`src/rtl/m_unit_issue_ctrl.sv`:
```
// Issue/sequencing controller between EX and the RV32M unit: registers one op,
// pulses it into the M unit, stalls EX until it returns, and owns the shared writeback port.
module m_unit_issue_ctrl #(
    parameter int unsigned XLEN           = 32,
    parameter int unsigned REG_W          = 5,
    parameter int unsigned TIMEOUT_CYCLES = 64
) (
    input  logic             clk,
    input  logic             resetn,
    input  logic             ex_m_valid,
    input  logic [31:0]      ex_instr,
    input  logic [XLEN-1:0]  ex_rs1_val,
    input  logic [XLEN-1:0]  ex_rs2_val,
    input  logic [REG_W-1:0] ex_rd,
    input  logic             flush,
    output logic             mu_valid,
    output logic [31:0]      mu_instruction,
    output logic [XLEN-1:0]  mu_rs1,
    output logic [XLEN-1:0]  mu_rs2,
    output logic [REG_W-1:0] mu_rd,
    input  logic             mu_ready,
    input  logic             mu_wr,
    input  logic [XLEN-1:0]  mu_result,
    input  logic             alu_wb_valid,
    input  logic [REG_W-1:0] alu_wb_rd,
    input  logic [XLEN-1:0]  alu_wb_data,
    output logic             wb_en,
    output logic [REG_W-1:0] wb_rd,
    output logic [XLEN-1:0]  wb_data,
    output logic             alu_wb_hold,
    output logic             stall_ex,
    output logic             timeout_err
);

    typedef enum logic [2:0] {
        S_IDLE,
        S_ISSUE,
        S_WAIT,
        S_WB,
        S_DRAIN
    } state_e;

    localparam int unsigned CNT_W = $clog2(TIMEOUT_CYCLES) + 1;
    localparam logic [CNT_W-1:0] TMO_LAST = CNT_W'(TIMEOUT_CYCLES - 1);

    state_e           state_q, state_d;
    logic [31:0]      instr_q, instr_d;
    logic [XLEN-1:0]  rs1_q, rs1_d;
    logic [XLEN-1:0]  rs2_q, rs2_d;
    logic [REG_W-1:0] rd_q, rd_d;
    logic [XLEN-1:0]  result_q, result_d;
    logic [CNT_W-1:0] tmo_cnt_q, tmo_cnt_d;
    logic             tmo_err_q, tmo_err_d;
    logic [CNT_W-1:0] tmo_cnt_inc;
    logic             tmo_hit;
    logic             in_watch;

    always_ff @(posedge clk or negedge resetn) begin
        if (!resetn) begin
            state_q   <= S_IDLE;
            instr_q   <= '0;
            rs1_q     <= '0;
            rs2_q     <= '0;
            rd_q      <= '0;
            result_q  <= '0;
            tmo_cnt_q <= '0;
            tmo_err_q <= 1'b0;
        end else begin
            state_q   <= state_d;
            instr_q   <= instr_d;
            rs1_q     <= rs1_d;
            rs2_q     <= rs2_d;
            rd_q      <= rd_d;
            result_q  <= result_d;
            tmo_cnt_q <= tmo_cnt_d;
            tmo_err_q <= tmo_err_d;
        end
    end

    // Watchdog fires on the edge where the counter would reach TIMEOUT_CYCLES-1.
    assign in_watch    = (state_q == S_WAIT) || (state_q == S_DRAIN);
    assign tmo_cnt_inc = tmo_cnt_q + CNT_W'(1);
    assign tmo_hit     = in_watch && (tmo_cnt_inc == TMO_LAST);

    always_comb begin
        state_d     = state_q;
        instr_d     = instr_q;
        rs1_d       = rs1_q;
        rs2_d       = rs2_q;
        rd_d        = rd_q;
        result_d    = result_q;
        tmo_cnt_d   = in_watch ? tmo_cnt_inc : '0;
        tmo_err_d   = tmo_err_q;
        mu_valid    = 1'b0;
        stall_ex    = 1'b0;
        wb_en       = alu_wb_valid;
        wb_rd       = alu_wb_rd;
        wb_data     = alu_wb_data;
        alu_wb_hold = 1'b0;

        case (state_q)
            S_IDLE: begin
                stall_ex = ex_m_valid;
                if (ex_m_valid && !flush) begin
                    instr_d = ex_instr;
                    rs1_d   = ex_rs1_val;
                    rs2_d   = ex_rs2_val;
                    rd_d    = ex_rd;
                    state_d = S_ISSUE;
                end
            end
            S_ISSUE: begin
                mu_valid = 1'b1;
                stall_ex = 1'b1;
                state_d  = flush ? S_DRAIN : S_WAIT;
            end
            S_WAIT: begin
                stall_ex = 1'b1;
                if (flush) begin
                    // A result arriving with the flush is already consumed, so no drain is needed.
                    state_d = mu_ready ? S_IDLE : S_DRAIN;
                end else if (mu_ready) begin
                    if (mu_wr) begin
                        result_d = mu_result;
                        state_d  = S_WB;
                    end else begin
                        state_d = S_IDLE;
                    end
                end else if (tmo_hit) begin
                    tmo_err_d = 1'b1;
                    state_d   = S_IDLE;
                end
            end
            S_WB: begin
                if (rd_q != '0) begin
                    wb_en       = 1'b1;
                    wb_rd       = rd_q;
                    wb_data     = result_q;
                    alu_wb_hold = alu_wb_valid;
                end
                state_d = S_IDLE;
            end
            S_DRAIN: begin
                stall_ex = ex_m_valid;
                if (mu_ready) begin
                    state_d = S_IDLE;
                end else if (tmo_hit) begin
                    tmo_err_d = 1'b1;
                    state_d   = S_IDLE;
                end
            end
            default: state_d = S_IDLE;
        endcase
    end

    assign mu_instruction = instr_q;
    assign mu_rs1         = rs1_q;
    assign mu_rs2         = rs2_q;
    assign mu_rd          = rd_q;
    assign timeout_err    = tmo_err_q;

endmodule

```
`config.mk`:
```
export PLATFORM = sky130hd
export DESIGN_NAME = m_unit_issue_ctrl
export DESIGN_NICKNAME = d
export VERILOG_FILES = /design/src/rtl/m_unit_issue_ctrl.sv
export SDC_FILE = /design/constraint.sdc
export NUM_CORES = 1
export LEC_CHECK = 0
export ABC_AREA = 1
export CAP_MARGIN = 20
export CORE_UTILIZATION = 44
export DETAILED_ROUTE_END_ITERATION = 16
export GPL_TIMING_DRIVEN = 0
export PLACE_DENSITY = 0.95
export SLEW_MARGIN = 20
export SYNTH_ARGS = -nofsm -noshare
export SYNTH_HDL_FRONTEND = slang
export SYNTH_SLANG_ARGS = --single-unit
```
`constraint.sdc`:
```
create_clock -name clk -period 3.2 [get_ports clk]
set_input_delay 0.96 -clock clk [delete_from_list [all_inputs] [get_ports clk]]
set_output_delay 0.96 -clock clk [all_outputs]
set_load 0.05 [all_outputs]
```
* After elaboration in Yosys (flattened, before gate mapping)
Index checks and enable logic that the tools add are counted.
Widths: inputs -> output; s select.
** Word-level totals
- Register bits after elaboration :: 144
- Bits of input ports :: 177
- Output and inout port bits :: 143
** Operators by class
- Add/sub/neg operators :: 1
- Eq/ne operators :: 7
- Muxes and demuxes :: 24
- Bitwise logic cells :: 1
- Reductions and logical operators :: 12
** Operator list (number)
- $mux 32 :: 2
- $mux 3 :: 7
- $pmux 3 s4 :: 1
- $mux 5 :: 2
- $mux 1 :: 8
- $add 7x1->7 const B :: 1
- $eq 7x6->1 const B :: 1
- $mux 7 :: 1
- $eq 3x2->1 const B :: 2
- $reduce_bool 5->1 :: 1
- $ne 2x2->1 const B :: 2
- $pmux 1 s2 :: 2
- $reduce_and 2->1 :: 2
- $reduce_and 4->1 :: 1
- $reduce_or 2->1 :: 2
- $eq 3x1->1 const B :: 1
- $eq 3x3->1 const B :: 1
- $logic_not 3->1 :: 1
- $logic_and 1x1->1 :: 2
- $mux 2 :: 1
- $reduce_bool 2->1 :: 1
- $logic_not 1->1 :: 1
- $logic_or 1x1->1 :: 1
- $not 1->1 :: 1

* Logic depth before layout (Yosys ltp)
- Depth after elaboration :: 7
- Gate-level depth with buffers :: 12
- Mapped depth without buffers :: 12

* Worst setup path before layout
OpenSTA, ideal clock, no wires.
- Path type :: flip-flop to output port
- Start point :: register state_q[1]
- End point :: output stall_ex
- Arrival :: 2.141 ns
- Slack :: 0.099 ns
- Cell stages (with the launch flop) :: 3
- Path buffers :: 0
- Path through :: dfrtp_1 > nor3_1 > a211o_1
** Between the ends
- Longest elaborated chain between the ends :: 3
- Elaborated cells on any way between the ends :: 7
- Those cells by class :: eq/ne: 3; mux: 1; reduce/logical: 3
** RTL lines
- start, declared :: RTL line 46 : state_e state_q, state_d;
- start signal, assigned :: RTL line 69 : state_q <= state_d;
- $eq 3x3->1, or another cell as far along :: RTL line 101 : case (state_q)
- $reduce_or 2->1 (no source line)
- $pmux 1 s2 * :: RTL line 101
- end, declared :: RTL line 31 : output logic stall_ex,
Every way passes the cells marked *; elsewhere a longest branch is shown, timed or not.

* Worst setup path after layout
- Start point :: register state_q[1]
- End point :: output mu_valid
** Between the ends
- Longest elaborated chain between the ends :: 2
** RTL lines
- $eq 3x1->1 :: RTL line 101
- $mux 1 :: RTL line 101
- end, declared :: RTL line 16 : output logic mu_valid,
Every way passes these cells.

==> out/results.txt <==
Final setup viols -> 0
Tcrit/Tclk final -> 97.2%
TritonRoute pass-1 iters -> 4
Lkg Pwr -> 4.96 nW
CTS tree -> done
DP HPWL -> 14300 µm
I/O Pins -> 320
Yosys warning count -> 0
DRC -> 0
outcome -> complete, no violations
number of cell rows -> 43
WL/cell -> 18.4 µm
CTS Root Cell -> clkbuf_16
met2 Use GR -> 46.3%
hold slack -> 0.488 ns
Clock Latency Late Sink -> 0.40 ns
Slew Limit Fails -> 0
Hold-fix buffers, CTS -> 0
Core ar. -> 14100 µm²
Final Hold Vio Count -> 0
Most Crowded Layer GR -> met2
share of layout cells above drive strength 1 -> 26.8%
H-Tree Depth -> 4
synth-to-layout area growth -> 60.7%
Crit Reg-Reg Endpoint -> mu_rs2[7]
required time of the critical path -> 2.24 ns
hold path cells -> 1
PnR Total Power -> 11.5 mW
clock sink total -> 144
Final Skew -> 0.00487 ns
largest net degree at the start of global routing -> 76
startpoint types -> flip-flop
Peak Freq -> 0.322 GHz
global-route wire length before repair -> 27800 µm
DIE AREA -> 15100 µm²
share of the synthesized area in the top cell type -> 56.0%
R2R setup slack -> 1.53 ns
post-CTS setup repair buffer count -> 0
Nets -> 1009
placement-stage cell area -> 9890 µm²
mapped cell area -> 6430 µm²
arrival time at the worst endpoint -> 2.15 ns
worst-path fanout max -> 5
crit path kind -> flip-flop to output port
via count -> 4964
fin crit period -> 3.11 ns
Gate Count Post-Synth -> 491
top cells by area, synth -> dfrtp_1 56%, mux2_4 21%, nand2_1 7.2%
diodes inserted -> 0
r2r worst-path depth -> 5
slew of the pin with the lowest slew margin -> 0.603 ns
GR Util met3 -> 7.38%
number of clock buffers inserted by TritonCTS -> 17
Design Area, Final -> 10300 µm²
MaxCap Viol Count -> 0
CP endpoint kind -> output port
post-place setup slack -> -0.183 ns
Hold EP -> timeout_err
DRT iter0 DRCs -> 121
Seq/Total Area, Yosys -> 56.0%
Synth Net Count -> 670
Final ANT Viol Nets -> 0
RD Place Congestion -> 0.810
Synth cell types -> 24
met1 Use GR -> 26.2%
Die H -> 123 µm
grt ovf -> 0
worst IR drop on VDD -> 0.787 mV
Yosys reg bits -> 144
final WL -> 18800 µm
Worst slew margin -> 59.6%
worst r2r src -> state_q[1]
initial antenna violation count -> 0
post-layout worst setup margin -> 0.0897 ns
Power Dens Cells -> 1120 nW/µm²
Initial Util -> 45.7%
Avg Cell Area, Syn -> 13.1 µm²
CTS max path bufs -> 2
Via density -> 4.86
Tot GR Track Use -> 25.1%
fin util -> 73.4%
worst hold start -> timeout_err
Hold Path Class -> flip-flop to flip-flop
Die Wd -> 123 µm
clock slew at reported path FFs -> 0.06 ns
cell accounting for the most synthesized area -> dfrtp_1
I/O Buffers -> 319
RSZ-0062 raised after global routing -> no
vias in the first global route -> 5335
[synthesized netlist by cell type]
cell / instances
nand4_4: 1
nand4_1: 3
mux2_2: 36
mux2_1: 6
nor2_1: 15
nand3_1: 6
nand2_1: 124
o21bai_1: 3
o21ai_0: 4
a211o_1: 1
a21oi_1: 4
nand3_2: 2
mux2_4: 89
o211ai_1: 2
nor2_2: 2
buf_6: 11
inv_2: 3
dfrtp_1: 144
buf_2: 8
ha_1: 2
nor3_1: 2
inv_1: 18
clkbuf_1: 2
a22o_1: 3
[logic make-up after synthesis]
logic type / count (synthesis) / synth area share (%)
and+or+nand+nor: 155 / 9.86
AOI/OAI and AO/OA: 17 / 1.75
buffers and inverters: 42 / 3.89
adders and majority gates: 2 / 0.389
muxes: 131 / 28.1
DFF: 144 / 56.0
[layout by cell type (no fill, tap or decap), types with 2 or more instances in the layout]
cell type / Yosys / final
dfrtp_1: 144 / 144
buf_6: 11 / 11
nand3_2: 2 / 2
o211ai_1: 2 / 2
o21ai_0: 4 / 4
inv_1: 18 / 18
clkbuf_4: 0 / 8
buf_2: 8 / 28
ha_1: 2 / 2
clkbuf_2: 0 / 2
clkdlybuf4s15_2: 0 / 8
nor2_1: 15 / 15
clkdlybuf4s50_1: 0 / 278
buf_4: 0 / 2
inv_2: 3 / 3
mux2_2: 36 / 36
o21bai_1: 3 / 3
nand4_1: 3 / 3
clkbuf_8: 0 / 3
mux2_4: 89 / 89
a22o_1: 3 / 3
nand2_1: 124 / 123
nand3_1: 6 / 6
clkinvlp_4: 0 / 3
clkbuf_16: 0 / 17
mux2_1: 6 / 6
a21oi_1: 4 / 4
clkinv_2: 0 / 5
[through the flow]
stage	setup TNS [ns]	instances
floorplan	0	491
global placement	-649.36	990
detailed placement	-5.44	991
CTS	0	1022
global route	0	1022
finish	0	1022
[power by group]
group | total (mW) | switching, mW | internal [mW]
combinational | 6.41 | 3.85 | 2.55
clock | 1.86 | 0.736 | 1.12
sequential | 3.28 | 0.578 | 2.70
total | 11.5 | 5.17 | 6.37
[sequential cells by signal, summed over array words and instances, names as in the netlist]
name / count
mu_instruction: 32
mu_rd: 5
mu_rs1: 32
mu_rs2: 32
result_q: 32
state_q: 3
timeout_err: 1
tmo_cnt_q: 7
[critical path, cell delays in order, from the launching register on]
cell and delay [ns]:
dfrtp_1 0.43, nor3_1 0.43, clkdlybuf4s50_1 0.89
[layout make-up]
type / count / area, µm²
multi-input cells: 305 / 2590
clock buffers: 21 / 470
inverters: 21 / 78.8
repair buffers: 320 / 3100
fillers: 904 / 3750
plain buffers: 21 / 179
well taps: 180 / 225
flip-flops and latches: 144 / 3600
clock inverters: 10 / 86.3
[layer usage]
metal / vias to the layer above / routed length, µm / share of wire, %
met5: - / 0 / 0
li1: 2317 / - / -
met3: 32 / 1670 / 8.9
met1: 2385 / 6660 / 35
met2: 230 / 9880 / 53
met4: 0 / 576 / 3.1
[worst max path at each step]
stage	from	end	slack [ns]	cells past startpoint
4_1_cts	state_q[2]	wb_data[8]	0.002	9
3_5_place_dp	mu_rd[4]	wb_data[17]	-0.18	8
2_1_floorplan	state_q[1]	stall_ex	0.1	2
3_3_place_gp	resetn	mu_rs2[13]	-4.49	1
6_report	state_q[1]	mu_valid	0.09	2
5_1_grt	mu_rd[4]	wb_data[0]	0.009	7
[repair_timing]
| action | CTS | global route |
|---|---|---|
| gates resized for setup | 178 | 16 |
| gates cloned | 0 | 0 |
| endpoints found under the setup margin | 40 | 38 |
No activity file was read; power rests on OpenSTA's default activity.
